`src/rtl/off_chip_img_stream_feeder_if.sv`:
```
// rtl/off_chip_img_stream_feeder_if.sv - upstream pixel stream and app read port bundle for the feeder
interface off_chip_img_stream_feeder_if #(
    parameter int DATA_W = 16,
    parameter int DEPTH  = 16,
    parameter int IMG_W  = 64,
    parameter int IMG_H  = 64
);
    localparam int LVL_W = $clog2(DEPTH) + 1;
    localparam int COL_W = $clog2(IMG_W);
    localparam int ROW_W = $clog2(IMG_H);

    logic              in_valid;
    logic [DATA_W-1:0] in_data;
    logic              in_ready;
    logic              off_chip_img_img_update_0_read_en;
    logic [DATA_W-1:0] off_chip_img_img_update_0_read [0:0];
    logic [LVL_W-1:0]  level;
    logic [COL_W-1:0]  col;
    logic [ROW_W-1:0]  row;
    logic              frame_done;
    logic              underflow;
`ifdef FEEDER_CHECKSUM_EN
    logic [DATA_W-1:0] frame_checksum;

    modport master (
        output in_valid, in_data, off_chip_img_img_update_0_read_en,
        input  in_ready, off_chip_img_img_update_0_read, level, col, row,
               frame_done, underflow, frame_checksum
    );
    modport slave (
        input  in_valid, in_data, off_chip_img_img_update_0_read_en,
        output in_ready, off_chip_img_img_update_0_read, level, col, row,
               frame_done, underflow, frame_checksum
    );
`else
    modport master (
        output in_valid, in_data, off_chip_img_img_update_0_read_en,
        input  in_ready, off_chip_img_img_update_0_read, level, col, row,
               frame_done, underflow
    );
    modport slave (
        input  in_valid, in_data, off_chip_img_img_update_0_read_en,
        output in_ready, off_chip_img_img_update_0_read, level, col, row,
               frame_done, underflow
    );
`endif
endinterface

```
`src/rtl/off_chip_img_stream_feeder.sv`:
```
// rtl/off_chip_img_stream_feeder.sv - show-ahead pixel FIFO with raster tracking feeding the sobel app read port
// Optional per-frame checksum output enabled by FEEDER_CHECKSUM_EN.
module off_chip_img_stream_feeder #(
    parameter int DATA_W = 16,
    parameter int DEPTH  = 16,
    parameter int IMG_W  = 64,
    parameter int IMG_H  = 64
) (
    input  logic                       clk,
    input  logic                       rst_n,
    off_chip_img_stream_feeder_if.slave bus
);
    localparam int PTR_W = $clog2(DEPTH);
    localparam int LVL_W = PTR_W + 1;
    localparam int COL_W = $clog2(IMG_W);
    localparam int ROW_W = $clog2(IMG_H);

    logic [DATA_W-1:0] r_mem [DEPTH];
    logic [PTR_W-1:0]  r_wr_ptr;
    logic [PTR_W-1:0]  r_rd_ptr;
    logic [LVL_W-1:0]  r_level;
    logic [COL_W-1:0]  r_col;
    logic [ROW_W-1:0]  r_row;
    logic              r_frame_done;
    logic              r_underflow;

    logic              w_full;
    logic              w_empty;
    logic              w_push;
    logic              w_pop;
    logic              w_col_last;
    logic              w_row_last;
    logic              w_frame_end;
    logic [DATA_W-1:0] w_head;

    assign w_full      = (r_level == LVL_W'(DEPTH));
    assign w_empty     = (r_level == '0);
    // A full FIFO refuses the push even when a pop frees a slot this cycle.
    assign w_push      = bus.in_valid && !w_full;
    assign w_pop       = bus.off_chip_img_img_update_0_read_en && !w_empty;
    assign w_col_last  = (r_col == COL_W'(IMG_W - 1));
    assign w_row_last  = (r_row == ROW_W'(IMG_H - 1));
    assign w_frame_end = w_pop && w_col_last && w_row_last;
    assign w_head      = r_mem[r_rd_ptr];

    always_ff @(posedge clk) begin
        if (w_push) begin
            r_mem[r_wr_ptr] <= bus.in_data;
        end
    end

    always_ff @(posedge clk) begin
        if (rst_n) begin
            r_wr_ptr     <= '0;
            r_rd_ptr     <= '0;
            r_level      <= '0;
            r_col        <= '0;
            r_row        <= '0;
            r_frame_done <= 1'b0;
            r_underflow  <= 1'b0;
        end else begin
            if (w_push) begin
                r_wr_ptr <= r_wr_ptr + PTR_W'(1);
            end
            if (w_pop) begin
                r_rd_ptr <= r_rd_ptr + PTR_W'(1);
            end
            case ({w_push, w_pop})
                2'b10:   r_level <= r_level + LVL_W'(1);
                2'b01:   r_level <= r_level - LVL_W'(1);
                default: r_level <= r_level;
            endcase
            r_frame_done <= w_frame_end;
            if (bus.off_chip_img_img_update_0_read_en && w_empty) begin
                r_underflow <= 1'b1;
            end
            if (w_pop) begin
                if (w_col_last) begin
                    r_col <= '0;
                    r_row <= w_row_last ? '0 : r_row + ROW_W'(1);
                end else begin
                    r_col <= r_col + COL_W'(1);
                end
            end
        end
    end

`ifdef FEEDER_CHECKSUM_EN
    logic [DATA_W-1:0] r_acc;
    logic [DATA_W-1:0] r_checksum;

    always_ff @(posedge clk) begin
        if (rst_n) begin
            r_acc      <= '0;
            r_checksum <= '0;
        end else if (w_frame_end) begin
            r_checksum <= r_acc + w_head;
            r_acc      <= '0;
        end else if (w_pop) begin
            r_acc <= r_acc + w_head;
        end
    end

    assign bus.frame_checksum = r_checksum;
`endif

    assign bus.in_ready                          = !w_full;
    assign bus.off_chip_img_img_update_0_read[0] = w_empty ? '0 : w_head;
    assign bus.level                             = r_level;
    assign bus.col                               = r_col;
    assign bus.row                               = r_row;
    assign bus.frame_done                        = r_frame_done;
    assign bus.underflow                         = r_underflow;
endmodule

```
`src/flat_wrapper.sv`:
```
// flat-port wrapper written by rule: the top's interface ports become plain ports
module off_chip_img_stream_feeder_flat 
#(
    parameter int DATA_W = 16,
    parameter int DEPTH  = 16,
    parameter int IMG_W  = 64,
    parameter int IMG_H  = 64
)
  (clk, rst_n, bus_in_valid, bus_in_data, bus_off_chip_img_img_update_0_read_en, bus_in_ready, bus_off_chip_img_img_update_0_read, bus_level, bus_col, bus_row, bus_frame_done, bus_underflow);
  off_chip_img_stream_feeder_if #(.DATA_W(DATA_W), .DEPTH(DEPTH), .IMG_W(IMG_W), .IMG_H(IMG_H)) bus_i ();
  input  logic clk;
  input  logic rst_n;
  input wire logic [$bits(bus_i.in_valid)-1:0] bus_in_valid;
  input wire logic [$bits(bus_i.in_data)-1:0] bus_in_data;
  input wire logic [$bits(bus_i.off_chip_img_img_update_0_read_en)-1:0] bus_off_chip_img_img_update_0_read_en;
  output wire logic [$bits(bus_i.in_ready)-1:0] bus_in_ready;
  output wire logic [$bits(bus_i.off_chip_img_img_update_0_read)-1:0] bus_off_chip_img_img_update_0_read;
  output wire logic [$bits(bus_i.level)-1:0] bus_level;
  output wire logic [$bits(bus_i.col)-1:0] bus_col;
  output wire logic [$bits(bus_i.row)-1:0] bus_row;
  output wire logic [$bits(bus_i.frame_done)-1:0] bus_frame_done;
  output wire logic [$bits(bus_i.underflow)-1:0] bus_underflow;
  assign bus_i.in_valid = bus_in_valid;
  assign bus_i.in_data = bus_in_data;
  assign bus_i.off_chip_img_img_update_0_read_en = bus_off_chip_img_img_update_0_read_en;
  assign bus_in_ready = bus_i.in_ready;
  assign bus_off_chip_img_img_update_0_read = {>>{bus_i.off_chip_img_img_update_0_read}};
  assign bus_level = bus_i.level;
  assign bus_col = bus_i.col;
  assign bus_row = bus_i.row;
  assign bus_frame_done = bus_i.frame_done;
  assign bus_underflow = bus_i.underflow;
  off_chip_img_stream_feeder #(.DATA_W(DATA_W), .DEPTH(DEPTH), .IMG_W(IMG_W), .IMG_H(IMG_H)) u_core (.clk(clk), .rst_n(rst_n), .bus(bus_i));
endmodule
```
`config.mk`:
```
export PLATFORM = sky130hd
export DESIGN_NAME = off_chip_img_stream_feeder_flat
export DESIGN_NICKNAME = d
export VERILOG_FILES = /design/src/rtl/off_chip_img_stream_feeder_if.sv /design/src/rtl/off_chip_img_stream_feeder.sv /design/src/flat_wrapper.sv
export SDC_FILE = /design/constraint.sdc
export NUM_CORES = 1
export LEC_CHECK = 0
export CORE_ASPECT_RATIO = 1.1
export CORE_UTILIZATION = 31
export CTS_BUF_LIST = sky130_fd_sc_hd__clkbuf_2 sky130_fd_sc_hd__clkbuf_4 sky130_fd_sc_hd__clkbuf_8
export DETAILED_ROUTE_END_ITERATION = 6
export SETUP_SLACK_MARGIN = 0.2
export SLEW_MARGIN = 20
export SYNTH_ARGS = -nofsm -noshare
export SYNTH_HDL_FRONTEND = slang
export SYNTH_SLANG_ARGS = --single-unit
export TNS_END_PERCENT = 20
```
`constraint.sdc`:
```
create_clock -name clk -period 4 [get_ports clk]
set_clock_uncertainty 0.2 [all_clocks]
set_input_delay 0.8 -clock clk [delete_from_list [all_inputs] [get_ports clk]]
set_output_delay 0.8 -clock clk [all_outputs]
set_load 0.02 [all_outputs]
```
======== After elaboration in Yosys (flattened, before gate mapping) ========
Memories as Yosys holds them, arrays and structs flattened. A register that Yosys moved wholly into a read port is not among the register bits.
Index checks and enable logic that the tools add are counted.
operators by class
  add/subtract/negate cells ............... 6
  equality and inequality tests ........... 5
  muxes and demuxes ....................... 8
  reduce and logical (&&, ||, !) cells .... 10
operators by type and width
  cell                                                 count
  2-to-1 mux 16 bit                                    1
  adder 6 x 1 -> 6 bit, second input constant          2
  equality test 6 bit, second input constant           2
  2-to-1 mux 6 bit                                     2
  one-hot mux 5 bit (2 select lines)                   1
  adder 4 x 1 -> 4 bit, second input constant          2
  2-to-1 mux 4 bit                                     2
  adder 5 x 1 -> 5 bit, second input constant          1
  equality test 5 bit, second input constant           1
  logical AND 1 bit                                    5
  zero test 5 bit                                      1
  subtractor 5 x 1 -> 5 bit, second input constant     1
  equality test 2 x 1 -> 1 bit, second input constant  1
  equality test 2 bit, second input constant           1
  zero test 1 bit                                      2
  2-to-1 mux 1 bit                                     2
  AND reduction 2 bit                                  1
  nonzero test 2 bit                                   1
word-level totals
  register bits after elaboration ......... 27
  memory bits (writable) .................. 256
  output and inout bits ................... 36
  logic and storage cells ................. 37
  memories ................................ 1
memory list
  memory        words  bits a word  read ports  clocked after Yosys merged registers in  wr ports  line                              source
  u_core.r_mem  16     16           1           1                                        1         off_chip_img_stream_feeder.sv:18  logic [DATA_W-1:0] r_mem [DEPTH];

======== Longest topological paths before layout ========
Gate-level depths: netlist of the first run.
  depth in word-level cells ............... 5
  gate-level depth with buffers ........... 13
  mapped depth without buffers ............ 10

======== Worst setup path after synthesis of the first run ========
No wires, ideal clock.
  kind .................................... register -> register
  start point ............................. register u_core.r_level[1], in the netlist u_core.bus.level[1]
  end point ............................... register u_core.r_level[4], in the netlist u_core.bus.level[4]
  arrival time ............................ 3.085 ns
  slack ................................... 0.650 ns
  stages on the path, launching flop included .. 14
  clock period less this slack ............ 3.350 ns
  cell sequence ........................... dfxtp_1 > buf_6 > or4_4 > buf_6 > o21ai_2 > inv_1 > ha_1 > clkbuf_1 > xor2_1 > ha_1 > o21ai_0 > or3_1 > a2111o_1 > nand4_1
on the way
  word-level cells in the longest chain between the ends .. 5
  elaborated cells on any way between the ends .. 12
RTL lines
  item                                                                      line                                                                source
  start, declared                                                           off_chip_img_stream_feeder.sv:21                                    logic [LVL_W-1:0] r_level;
  start signal, assigned                                                    off_chip_img_stream_feeder.sv:69                                    2'b10: r_level <= r_level + LVL_W'(1);
  start signal, assigned                                                    off_chip_img_stream_feeder.sv:70                                    2'b01: r_level <= r_level - LVL_W'(1);
  start signal, assigned                                                    off_chip_img_stream_feeder.sv:71                                    default: r_level <= r_level;
  equality test 5 bit or zero test 5 bit (tied branches)                    off_chip_img_stream_feeder.sv:36, off_chip_img_stream_feeder.sv:37
  zero test 1 bit (on tied branches)                                        off_chip_img_stream_feeder.sv:39, off_chip_img_stream_feeder.sv:40
  logical AND 1 bit (on tied branches)                                      off_chip_img_stream_feeder.sv:39, off_chip_img_stream_feeder.sv:40
  equality test 2 x 1 -> 1 bit or equality test 2 bit (tied branches)       off_chip_img_stream_feeder.sv:68                                    case ({w_push, w_pop})
  one-hot mux 5 bit (2 select lines) or nonzero test 2 bit (tied branches)  n/a
Parallel ways exist; a longest one is shown, timed or not.
A chain may end at the register's enable or synchronous reset.

==> impl_metrics.tcl, run 1 <==
set metrics [dict create \
    dr_wl_met3_um 1380 \
    postSynthCellCount 589 \
    grt_pass1_wl_um 37500 \
    ir_worst_vdd_v 0.000476 \
    port_buffers 55 \
    top_layer_used "met4" \
    powerDensity_nw_per_um2 586 \
    area_delta_synth_final_pct 20.6 \
    finalSetupViolCount 0 \
    dieArea_um2 37600 \
    drt-pass1-iter-count 4 \
    worst-setup-path-type "register to output port" \
    seq_area_um2 8320 \
    crit_fanout 22 \
    clockRootBuffer "clkbuf_8" \
    io_pins 56 \
    clkSinkCount 287 \
    ys_types 55 \
    grt.overflow.total 0 \
    htreeDepth 2 \
    hold_depth 1 \
    yosys_warnings 0 \
    required_ps 3000 \
    antenna_left 0 \
    hold_ws_ps 313 \
    synth_area_um2 11400 \
    cp-start-kind "register" \
    wl_per_cell_um 20.1 \
    cts_hold_buf 0 \
    cts_buffers 46 \
    critPathMaxStageDelay_ps 550 \
    drc 0 \
    crit_chain "buf_12 > mux4_2 > mux2_2 > a221o_1 > clkdlybuf4s50_1" \
    cts_max_path_buffers 3 \
    rows 73 \
    yosys_most_used_dff "edfxtp_1" \
    power.leakage_nw 4.38 \
    rsz0062_at_grt "yes" \
    final_cell_mix "edfxtp_1, mux4_2, clkdlybuf4s50_1" \
    fin_crit_ps 3860 \
    met2_length_um 11800 \
    crit_path_end_kind "output port" \
    met1_length_um 10900 \
    synth-edff-count 256 \
    async_flop_share_pct 0 \
    slowest_stage "clkdlybuf4s50_1" \
    syn_area_per_cell_um2 19.4 \
    gr-usage-all-layers_pct 13.5 \
    critPathTopFamily "multiplexers" \
    yosysSeqAreaShare_pct 72.8 \
    via_per_inst 4.81 \
    min_period_over_period_pct 96.6 \
    dp_hpwl_um 14600 \
    antenna_found_initial 0 \
    drv_cap 0 \
    tightest_slew_ps 695 \
    synth_nets 620 \
    start_util_pct 31.5 \
    fill_cells 3384 \
    relSlewSlack_pct 53.4 \
    ys_ff_latch 287 \
    critPathArrivalTime_ps 2860 \
    fin_nets 729 \
    diodes 0 \
    vias 5869 \
    drt-initial-drc-count 460 \
    grt_start_max_net_pins 35 \
    final_common_cell "edfxtp_1" \
    worst-path-buf-inv 2 \
    tritoncts "yes" \
    die_x_um 185 \
    status "completed" \
    final_max_slew_viol_count 0 \
    reg2regPathDepth 10 \
    clkSlewWorstSetupHoldPaths_ps 60 \
    fmax_mhz 259 \
    drive_above_1_share_pct 29.8 \
    hold_viol_final 0 \
    multiInputGateArea_um2 2970 \
    die-height_um 203 \
    cp_num_cells 5 \
    drt-total-wl_um 24500 \
    min-delay-path-class "register to register" \
    tns_ps 0 \
    clkLatencyLatePin_ps 570 \
    core_um2 36200 \
    place_congestion 0.744 \
    grt_pass1_vias 6189 \
]
per-layer routing:
metal / vias to the layer above / track usage, %
met5: - / 0
met4: 0 / 3.66
met3: 43 / 3.07
met2: 168 / 21.7
met1: 3022 / 18.4
li1: 2636 / -
power by group:
part           switching (mW)  leakage [nW]  internal, mW
sequential              0.108          2.57          3.40
clock                    1.13         0.465          1.30
combinational            1.11          1.34          1.02
kinds of logic (layout without fill, tap and decap cells):
group,count (synthesis),in the layout,synth area share (%)
adders and majority gates,11,11,1.21
buffers and inverters,39,182,1.77
xor gates and xnor gates,11,11,0.844
DFF,287,287,72.8
muxes,85,85,14.6
AOI/OAI and AO/OA,58,58,4.05
and+or+nand+nor,98,98,4.68
path summary, 6_finish.rpt:
kind / startpoint / end / slack, ps
max reg2reg: u_core.bus.level[2] / u_core.bus.level[4] / 410
min reg2reg: u_core.bus.col[5] / u_core.bus.col[5] / 310
min: u_core.bus.col[5] / u_core.bus.col[5] / 310
max: register / bus_off_chip_img_img_update_0_read[15] / 140
registers in the layout, indices dropped and copies added, names as in the netlist, named ones only:
register	cells
u_core.r_mem	256
u_core.bus.col	6
u_core.r_rd_ptr	4
u_core.bus.underflow	1
u_core.bus.frame_done	1
u_core.r_wr_ptr	4
u_core.bus.row	6
u_core.bus.level	5
stage by stage:
step	setup WS, ps	instances	utilization (%)	area (um2)	power (mW)
floorplan	650	589	-	11400	4.91
finish	135	1219	38.0	13800	8.07
global route	4.07	1219	38.0	13800	8.45
detailed placement	415	1130	35.4	12800	5.67
CTS	24.3	1218	38.0	13700	8.16
global placement	427	1130	35.4	12800	5.67
area by class of cell:
cell class / instances / area share [%]
repair buffers: 92 / 6.91
clock buffers: 61 / 5.46
multi-input cells: 263 / 21.6
inverters: 8 / 0.218
flip-flops and latches: 287 / 60.4
clock inverters: 21 / 0.991
well taps: 487 / 4.43
cell usage after synthesis (4+ instances only):
master | number | share of area (%)
mux2i_1 | 6 | 0.53
nor2b_1 | 16 | 0.88
buf_2 | 8 | 0.35
dfxtp_1 | 31 | 5.4
buf_4 | 4 | 0.26
nor2_1 | 29 | 0.95
xor2_1 | 8 | 0.61
nand3_1 | 5 | 0.22
ha_1 | 11 | 1.2
nor3_1 | 5 | 0.22
a221o_1 | 15 | 1.3
and3_1 | 5 | 0.27
mux4_2 | 64 | 13
mux2_2 | 15 | 1.5
o211ai_1 | 4 | 0.26
nand2_1 | 12 | 0.39
buf_6 | 4 | 0.39
buf_1 | 4 | 0.13
o21ai_0 | 4 | 0.18
a21oi_1 | 13 | 0.57
nand2b_1 | 5 | 0.27
clkbuf_1 | 11 | 0.36
edfxtp_1 | 256 | 67
inv_1 | 8 | 0.26
timing repair:
action                                  4_1_cts  5_1_grt
setup buffers                                 6        1
gates resized for setup                       9        3
pin swaps                                     1        1
endpoints found under the setup margin       16       15
Note: power is estimated with default switching activity, not from simulation.
==> run 2, diff against run 1 <==
--- a/config.mk
+++ b/config.mk
@@ -9,6 +9,7 @@
 export CORE_UTILIZATION = 31
 export CTS_BUF_LIST = sky130_fd_sc_hd__clkbuf_2 sky130_fd_sc_hd__clkbuf_4 sky130_fd_sc_hd__clkbuf_8
 export DETAILED_ROUTE_END_ITERATION = 6
+export MAX_ROUTING_LAYER = met4
 export SETUP_SLACK_MARGIN = 0.2
 export SLEW_MARGIN = 20
 export SYNTH_ARGS = -nofsm -noshare
==> impl_metrics.tcl, run 2 (synthesized netlist as in run 1, its figures left out) <==
set metrics [dict create \
    drive_above_1_share_pct 29.8 \
    final_common_cell "edfxtp_1" \
    critPathTopFamily "multiplexers" \
    met2_length_um 11700 \
    cts_max_path_buffers 3 \
    via_per_inst 4.81 \
    antenna_found_initial 0 \
    grt.overflow.total 0 \
    fin_crit_ps 3860 \
    crit_fanout 22 \
    final_cell_mix "edfxtp_1, mux4_2, clkdlybuf4s50_1" \
    clkLatencyLatePin_ps 570 \
    tritoncts "yes" \
    wl_per_cell_um 20.1 \
    ir_worst_vdd_v 0.000473 \
    diodes 0 \
    relSlewSlack_pct 53.6 \
    clkSlewWorstSetupHoldPaths_ps 60 \
    min-delay-path-class "register to register" \
    clkSinkCount 287 \
    area_delta_synth_final_pct 20.6 \
    slowest_stage "clkdlybuf4s50_1" \
    drt-initial-drc-count 441 \
    required_ps 3000 \
    met1_length_um 11000 \
    worst-setup-path-type "register to output port" \
    cp-start-kind "register" \
    top_layer_used "met4" \
    die_x_um 185 \
    power.leakage_nw 4.38 \
    critPathMaxStageDelay_ps 550 \
    tightest_slew_ps 692 \
    hold_viol_final 0 \
    powerDensity_nw_per_um2 586 \
    finalSetupViolCount 0 \
    gr-usage-all-layers_pct 13.9 \
    critPathArrivalTime_ps 2860 \
    core_um2 36200 \
    grt_pass1_wl_um 37600 \
    grt_start_max_net_pins 35 \
    top_register "u_core.r_mem" \
    dr_wl_met3_um 1370 \
    tns_ps 0 \
    place_congestion 0.755 \
    htreeDepth 2 \
    antenna_left 0 \
    worst-path-buf-inv 2 \
    clockRootBuffer "clkbuf_8" \
    final_max_slew_viol_count 0 \
    crit_chain "buf_12 > mux4_2 > mux2_2 > a221o_1 > clkdlybuf4s50_1" \
    largest_register_ffs 256 \
    drt-total-wl_um 24500 \
    dieArea_um2 37600 \
    drt-pass1-iter-count 5 \
    vias 5865 \
    cts_buffers 46 \
    port_buffers 55 \
    start_util_pct 31.5 \
    grt_pass1_vias 6182 \
    dp_hpwl_um 14600 \
    drv_cap 0 \
    io_pins 56 \
    die-height_um 203 \
    rsz0062_at_grt "yes" \
    fin_nets 729 \
    status "completed" \
    p_total_mw 8.06 \
    min_period_over_period_pct 96.6 \
    rows 73 \
    drc 0 \
    fmax_mhz 259 \
    crit_path_end_kind "output port" \
    r2r_slack_ps 410 \
]
## run 2: cell counts in the layout (fill, tap and decap cells not counted)
Identical to the previous run, type by type.
## run 2: timing repair
item	4_1_cts	5_1_grt
resized for setup	9	3
endpoints found under the setup margin	16	15
hold buffers	0	0
pin swaps	1	1
buffers inserted	6	1
## run 2: layer usage
layer  vias up  GRT usage (%)
met5         -              -
met4         0           3.66
met3        46           3.07
met2       164           21.6
met1      3019           18.5
li1       2636              -
## run 2: final cells by class
type                    instances  area [um2]
flip-flops and latches        287        8320
repair buffers                 92         951
clock inverters                21         136
multi-input cells             263        2970
inverters                       8        30.0
clock buffers                  61         752
well taps                     487         609
fillers                      3384       22400
## run 2: worst register-to-register path, stage by stage (launching register included)
cell and delay [ps]:
dfxtp_1 390, or4_4 640, buf_4 190, o21ai_2 390, inv_1 130, ha_1 320
ha_1 370, o21ai_0 80, or3_1 360, a2111o_1 380, nand4_1 70
## run 2: power breakdown
group          switching [mW]  internal, mW  total, mW
Clock                    1.13          1.30       2.43
Sequential              0.107          3.40       3.51
Combinational            1.10          1.02       2.13
Total                    2.34          5.72       8.06
## run 2: final timing paths
kind / end / depth (start not counted) / start
worst min-delay path: u_core.bus.row[5] / 2 / u_core.bus.row[5]
worst max-delay path: bus_off_chip_img_img_update_0_read[15] / 5 / register
worst min register to register: u_core.bus.row[5] / 2 / u_core.bus.row[5]
worst max register to register: u_core.bus.level[4] / 10 / u_core.bus.level[2]
## run 2: per-stage QoR
step	instance area (um2)	utilization [%]	cells	worst slack, ps	hold slack [ps]
floorplan	11400	-	589	650	307
global placement	12800	35.4	1130	427	302
detailed placement	12800	35.4	1130	415	284
CTS	13700	38.0	1218	24.3	305
global route	13800	38.0	1219	4.07	338
finish	13800	38.0	1219	136	319
==> run 3, diff against run 2 <==
--- a/config.mk
+++ b/config.mk
@@ -11,6 +11,7 @@
 export DETAILED_ROUTE_END_ITERATION = 6
 export MAX_ROUTING_LAYER = met4
 export SETUP_SLACK_MARGIN = 0.2
+export SKIP_CTS_REPAIR_TIMING = 1
 export SLEW_MARGIN = 20
 export SYNTH_ARGS = -nofsm -noshare
 export SYNTH_HDL_FRONTEND = slang
==> impl_metrics.tcl, run 3 (synthesized netlist as in run 1, its figures left out) <==
set metrics [dict create \
    place_congestion 0.755 \
    drv_cap 0 \
    io_pins 56 \
    rsz0062_at_grt "no" \
    critPathTopFamily "simple AND/OR/NAND/NOR gates" \
    tns_ps 0 \
    die_x_um 185 \
    grt_pass1_vias 6121 \
    slowest_stage "or4_4" \
    grt_pass1_wl_um 37400 \
    status "completed" \
    dp_hpwl_um 14600 \
    clockRootBuffer "clkbuf_8" \
    grt.overflow.total 0 \
    gr-usage-all-layers_pct 13.9 \
    hold_ws_ps 312 \
    fmax_mhz 272 \
    place_area_um2 12800 \
    clkSinkCount 287 \
    largest_register_ffs 256 \
    critPathArrivalTime_ps 2680 \
    worstReg2RegEnd "u_core.bus.level[4]" \
    place_ws_ps 415 \
    fin_crit_ps 3680 \
    antenna_found_initial 0 \
    top_register "u_core.r_mem" \
    diodes 0 \
    min_period_over_period_pct 91.9 \
    worst-setup-path-type "register to output port" \
    start_util_pct 31.5 \
    cts_max_path_buffers 3 \
    cts_buffers 46 \
    cp_num_cells 6 \
    drc 0 \
    area_delta_synth_final_pct 21.4 \
    fin_nets 736 \
    tritoncts "yes" \
    critPathMaxStageDelay_ps 650 \
    min-delay-path-class "register to register" \
    reg2regPathDepth 9 \
    timing.final.ws_setup_ps 323 \
    hold_path.startpoint "u_core.bus.col[5]" \
    hold_depth 1 \
    r2r-start "u_core.bus.level[2]" \
    clkSlewWorstSetupHoldPaths_ps 60 \
    crit_chain "or4_4 > o21ai_4 > buf_8 > nor2b_1 > a221o_1 > dlymetal6s2s_1" \
    htreeDepth 2 \
    crit_fanout 16 \
    final_max_slew_viol_count 0 \
    via_per_inst 4.80 \
    vias 5880 \
    grt_start_max_net_pins 35 \
    cp-start-kind "register" \
    core_um2 36200 \
    design_area_um2 13900 \
    crit_path_end_kind "output port" \
    wl_per_cell_um 20.0 \
    required_ps 3000 \
    final_common_cell "edfxtp_1" \
    drive_above_1_share_pct 30.3 \
    tightest_slew_ps 698 \
    powerDensity_nw_per_um2 583 \
    drt-initial-drc-count 401 \
    r2r_slack_ps 560 \
    min_to "u_core.bus.col[5]" \
    dieArea_um2 37600 \
    worst-path-buf-inv 2 \
    finalSetupViolCount 0 \
    place_inst 1130 \
    rows 73 \
    utilization_pct 38.3 \
    antenna_left 0 \
    drt-pass1-iter-count 4 \
    p_total_mw 8.07 \
    power.leakage_nw 4.59 \
    clkLatencyLatePin_ps 570 \
    hold_viol_final 0 \
    final_cells 1226 \
    drt-total-wl_um 24600 \
    ir_worst_vdd_v 0.000501 \
    final_cell_mix "edfxtp_1, mux4_2, clkbuf_8" \
    relSlewSlack_pct 53.2 \
    port_buffers 55 \
    die-height_um 203 \
]
-- run 3: cell types whose count changed in the layout (fill, tap and decap cells not counted) --
cell	change
clkdlybuf4s15_2	-1
clkdlybuf4s50_1	-10
dlygate4sd2_1	-2
dlymetal6s2s_1	+13
buf_8	+1
buf_4	+7
buf_6	-1
-- run 3: report_power, final --
group	total [mW]	switching (mW)	internal (mW)
Combinational	2.12	1.09	1.04
Sequential	3.52	0.122	3.40
Clock	2.43	1.13	1.30
Total	8.07	2.34	5.74
-- run 3: cell type report --
class | count | area [um2]
fillers | 3382 | 22300
clock buffers | 61 | 752
inverters | 8 | 30.0
flip-flops and latches | 287 | 8320
well taps | 487 | 609
clock inverters | 21 | 136
repair buffers | 99 | 1040
multi-input cells | 263 | 2970
-- run 3: worst register-to-register path: stages (launching register included) --
cell      delay (ps)
dfxtp_1          390
or4_4            650
o21ai_2          440
inv_1            130
ha_1             320
ha_1             360
o21ai_0           80
or3_1            360
a2111o_1         380
nand4_1           70
-- run 3: metal layers --
metal | part of all wire (%) | GRT usage [%]
met2 | 48 | 21.5
met5 | 0 | -
met1 | 44 | 18.5
met3 | 6.1 | 2.95
met4 | 1.7 | 3.54
-- run 3: worst max path at each step --
stage,start,to,slack [ps]
floorplan,u_core.bus.level[1],u_core.bus.level[4],650
global placement,u_core.bus.level[1],bus_off_chip_img_img_update_0_read[0],430
detailed placement,u_core.bus.level[1],bus_off_chip_img_img_update_0_read[0],420
CTS,u_core.bus.level[1],bus_off_chip_img_img_update_0_read[0],-220
global route,u_core.bus.level[2],bus_off_chip_img_img_update_0_read[0],230
finish,u_core.bus.level[2],bus_off_chip_img_img_update_0_read[0],320
==> RTL change, RTL diff (settings of run 2) <==
`IMG_H` is set to 64 in 3 places; all go to 128.
--- a/src/rtl/off_chip_img_stream_feeder_if.sv
+++ b/src/rtl/off_chip_img_stream_feeder_if.sv
@@ -3,7 +3,7 @@
     parameter int DATA_W = 16,
     parameter int DEPTH  = 16,
     parameter int IMG_W  = 64,
-    parameter int IMG_H  = 64
+    parameter int IMG_H  = 128
 );
     localparam int LVL_W = $clog2(DEPTH) + 1;
     localparam int COL_W = $clog2(IMG_W);
--- a/src/rtl/off_chip_img_stream_feeder.sv
+++ b/src/rtl/off_chip_img_stream_feeder.sv
@@ -4,7 +4,7 @@
     parameter int DATA_W = 16,
     parameter int DEPTH  = 16,
     parameter int IMG_W  = 64,
-    parameter int IMG_H  = 64
+    parameter int IMG_H  = 128
 ) (
     input  logic                       clk,
     input  logic                       rst_n,
--- a/src/flat_wrapper.sv
+++ b/src/flat_wrapper.sv
@@ -4,7 +4,7 @@
     parameter int DATA_W = 16,
     parameter int DEPTH  = 16,
     parameter int IMG_W  = 64,
-    parameter int IMG_H  = 64
+    parameter int IMG_H  = 128
 )
   (clk, rst_n, bus_in_valid, bus_in_data, bus_off_chip_img_img_update_0_read_en, bus_in_ready, bus_off_chip_img_img_update_0_read, bus_level, bus_col, bus_row, bus_frame_done, bus_underflow);
   off_chip_img_stream_feeder_if #(.DATA_W(DATA_W), .DEPTH(DEPTH), .IMG_W(IMG_W), .IMG_H(IMG_H)) bus_i ();
Ports: changed (resized bus_row); port bits go from 56 to 57. The function was not compared with the original's and may differ.
==> RTL change against run 2 <==
  * Power increased by 3.7%
  * Synthesized area up 1.0%
  * Sequential cell count rose by 1
  * Wire length grew 5.6%
  * Utilization increased by 0.20 points
  * Non-clock buffer count grew 9
  * Final cell count grew 2.2%
  * Global-route usage is 0.54 points higher
  * Sequential power rose by 1%
  * Cell area grew 1.0%
  * Worst setup slack better by 0.034 ns
  * Critical path type unchanged
  * Largest cell class unchanged
==> RTL change: results <==
set metrics [dict create \
    status "finished, final reports clean" \
    drive_gt1_frac 0.282 \
    synthTopCellsByArea "edfxtp_1 67%, mux4_2 13%, dfxtp_1 5.6%" \
    dr.pass1.iters 5 \
    cts.clk_slew.worst_paths_ns 0.06 \
    peakVddDrop_mv 0.403 \
    port_buffers 56 \
    fill_cells 3394 \
    diodes 0 \
    reg2reg_to "u_core.bus.level[4]" \
    synth_common_cells "256 x edfxtp_1, 64 x mux4_2, 32 x a211oi_1, 32 x dfxtp_1, 31 x nor2_1" \
    rr_startpoint "u_core.bus.level[0]" \
    arrival_ns 2.83 \
    clock_path_buffers 3 \
    rrSetupSlack_ns 0.67 \
    hold_path_depth 2 \
    antenna_found_initial 0 \
    grt_util_all_layers 0.145 \
    cp_top_family "buffers and inverters" \
    cp_slowest_cell "clkdlybuf4s50_1" \
    grt_max_degree 33 \
    insertion_delay_ns 0.55 \
    grt_pass1_wl_mm 39.0 \
    hold_class "flip-flop to flip-flop" \
    root_buffer "clkbuf_8" \
    async_flop_share 0 \
    dp_hpwl_mm 14.6 \
    grt_pass1_vias 6393 \
    hold_start "u_core.bus.underflow" \
    synth_enable_flop_cells 256 \
    p_leak_nw 4.42 \
    final_net_count 754 \
    place.gp.congestion 0.734 \
    placed_area_um2 12900 \
    worst-path-max-fanout 7 \
    yosysSeqAreaShare 0.723 \
    slew_headroom 0.592 \
    min_to "u_core.bus.underflow" \
    ff2ff_path_depth 10 \
    vias_per_cell 4.93 \
    synth_warnings 0 \
    ys_types 50 \
    syn_nets 641 \
    ctsHtreeMaxLevel 2 \
    largest_reg_flops 256 \
    wl_mm 25.9 \
    first_iter_violations 496 \
    numCtsBuffers 46 \
]
-- RTL change: changes by cell type after synthesis, moves of 3 or more --
cell | before | now
or3_1 | 3 | 6
buf_4 | 4 | 11
a211oi_1 | 0 | 32
a221o_1 | 15 | 0
mux2_2 | 15 | 0
a21oi_1 | 13 | 9
mux2i_1 | 6 | 22
-- RTL change: layer usage --
metal | wire, um | vias to the layer above | track usage
li1 | - | 2711 | -
met1 | 11400 | 3177 | 0.193
met2 | 12300 | 200 | 0.221
met3 | 1690 | 50 | 0.0303
met4 | 533 | 0 | 0.0433
met5 | 0 | - | -
-- RTL change: area by class of cell --
type | count | area (um2) | area share
Sequential cell | 288 | 8340 | 0.600
Multi-Input combinational cell | 279 | 3020 | 0.217
Timing Repair Buffer | 101 | 1020 | 0.0732
Clock buffer | 73 | 836 | 0.0601
Tap cell | 487 | 609 | 0.0438
Clock inverter | 11 | 61.3 | 0.00441
Inverter | 7 | 26.3 | 0.00189
-- RTL change: worst max-delay path by stage --
stage | slack (ns) | endpoint | start
2_1_floorplan | 0.77 | u_core.bus.level[4] | u_core.bus.level[1]
3_3_place_gp | 0.45 | u_core.bus.level[4] | bus_in_valid
3_5_place_dp | 0.40 | u_core.bus.level[4] | bus_in_valid
4_1_cts | 0.11 | bus_off_chip_img_img_update_0_read[11] | flip-flop
5_1_grt | 0.03 | bus_off_chip_img_img_update_0_read[7] | flip-flop
6_report | 0.17 | bus_off_chip_img_img_update_0_read[7] | flip-flop
-- RTL change: worst min-delay path, delay by kind of cell (launching register included) --
family	cells	cell delay, ns
DFF	1	0.32
AOI/OAI and AO/OA	1	0.04
and+or+nand+nor	1	0.07
-- RTL change: cell families after synthesis --
family / Yosys count / synth area share
compound gates: 65 / 0.0420
xor+xnor: 13 / 0.00988
fa+ha+maj: 11 / 0.0119
buf+inv: 43 / 0.0206
flops: 288 / 0.723
mux: 86 / 0.144
simple gates: 104 / 0.0489
-- RTL change: what timing repair did --
| action | in CTS | in global routing |
|---|---|---|
| resized for setup | 4 | 2 |
| endpoints found under the setup margin | 16 | 14 |
| pin swaps | 1 | 0 |
| setup buffers | 6 | 0 |
| cloned | 1 | 0 |
-- RTL change: metrics by stage --
stage	utilization	total power [W]	cells	worst slack, ns	hold slack [ns]
after detailed placement	0.355	0.00593	1155	0.396	0.266
after global routing	0.382	0.00875	1246	0.0309	0.332
after floorplan	-	0.00503	610	0.770	0.285
after global placement	0.355	0.00591	1155	0.454	0.266
final	0.382	0.00836	1246	0.170	0.272
after CTS	0.382	0.00846	1246	0.115	0.284
-- RTL change: where the power goes --
part | internal, W | switching [W] | leakage [nW] | total (W)
Sequential | 0.00343 | 0.000129 | 2.57 | 0.00356
Clock | 0.00133 | 0.00112 | 0.483 | 0.00245
Combinational | 0.00112 | 0.00124 | 1.37 | 0.00235
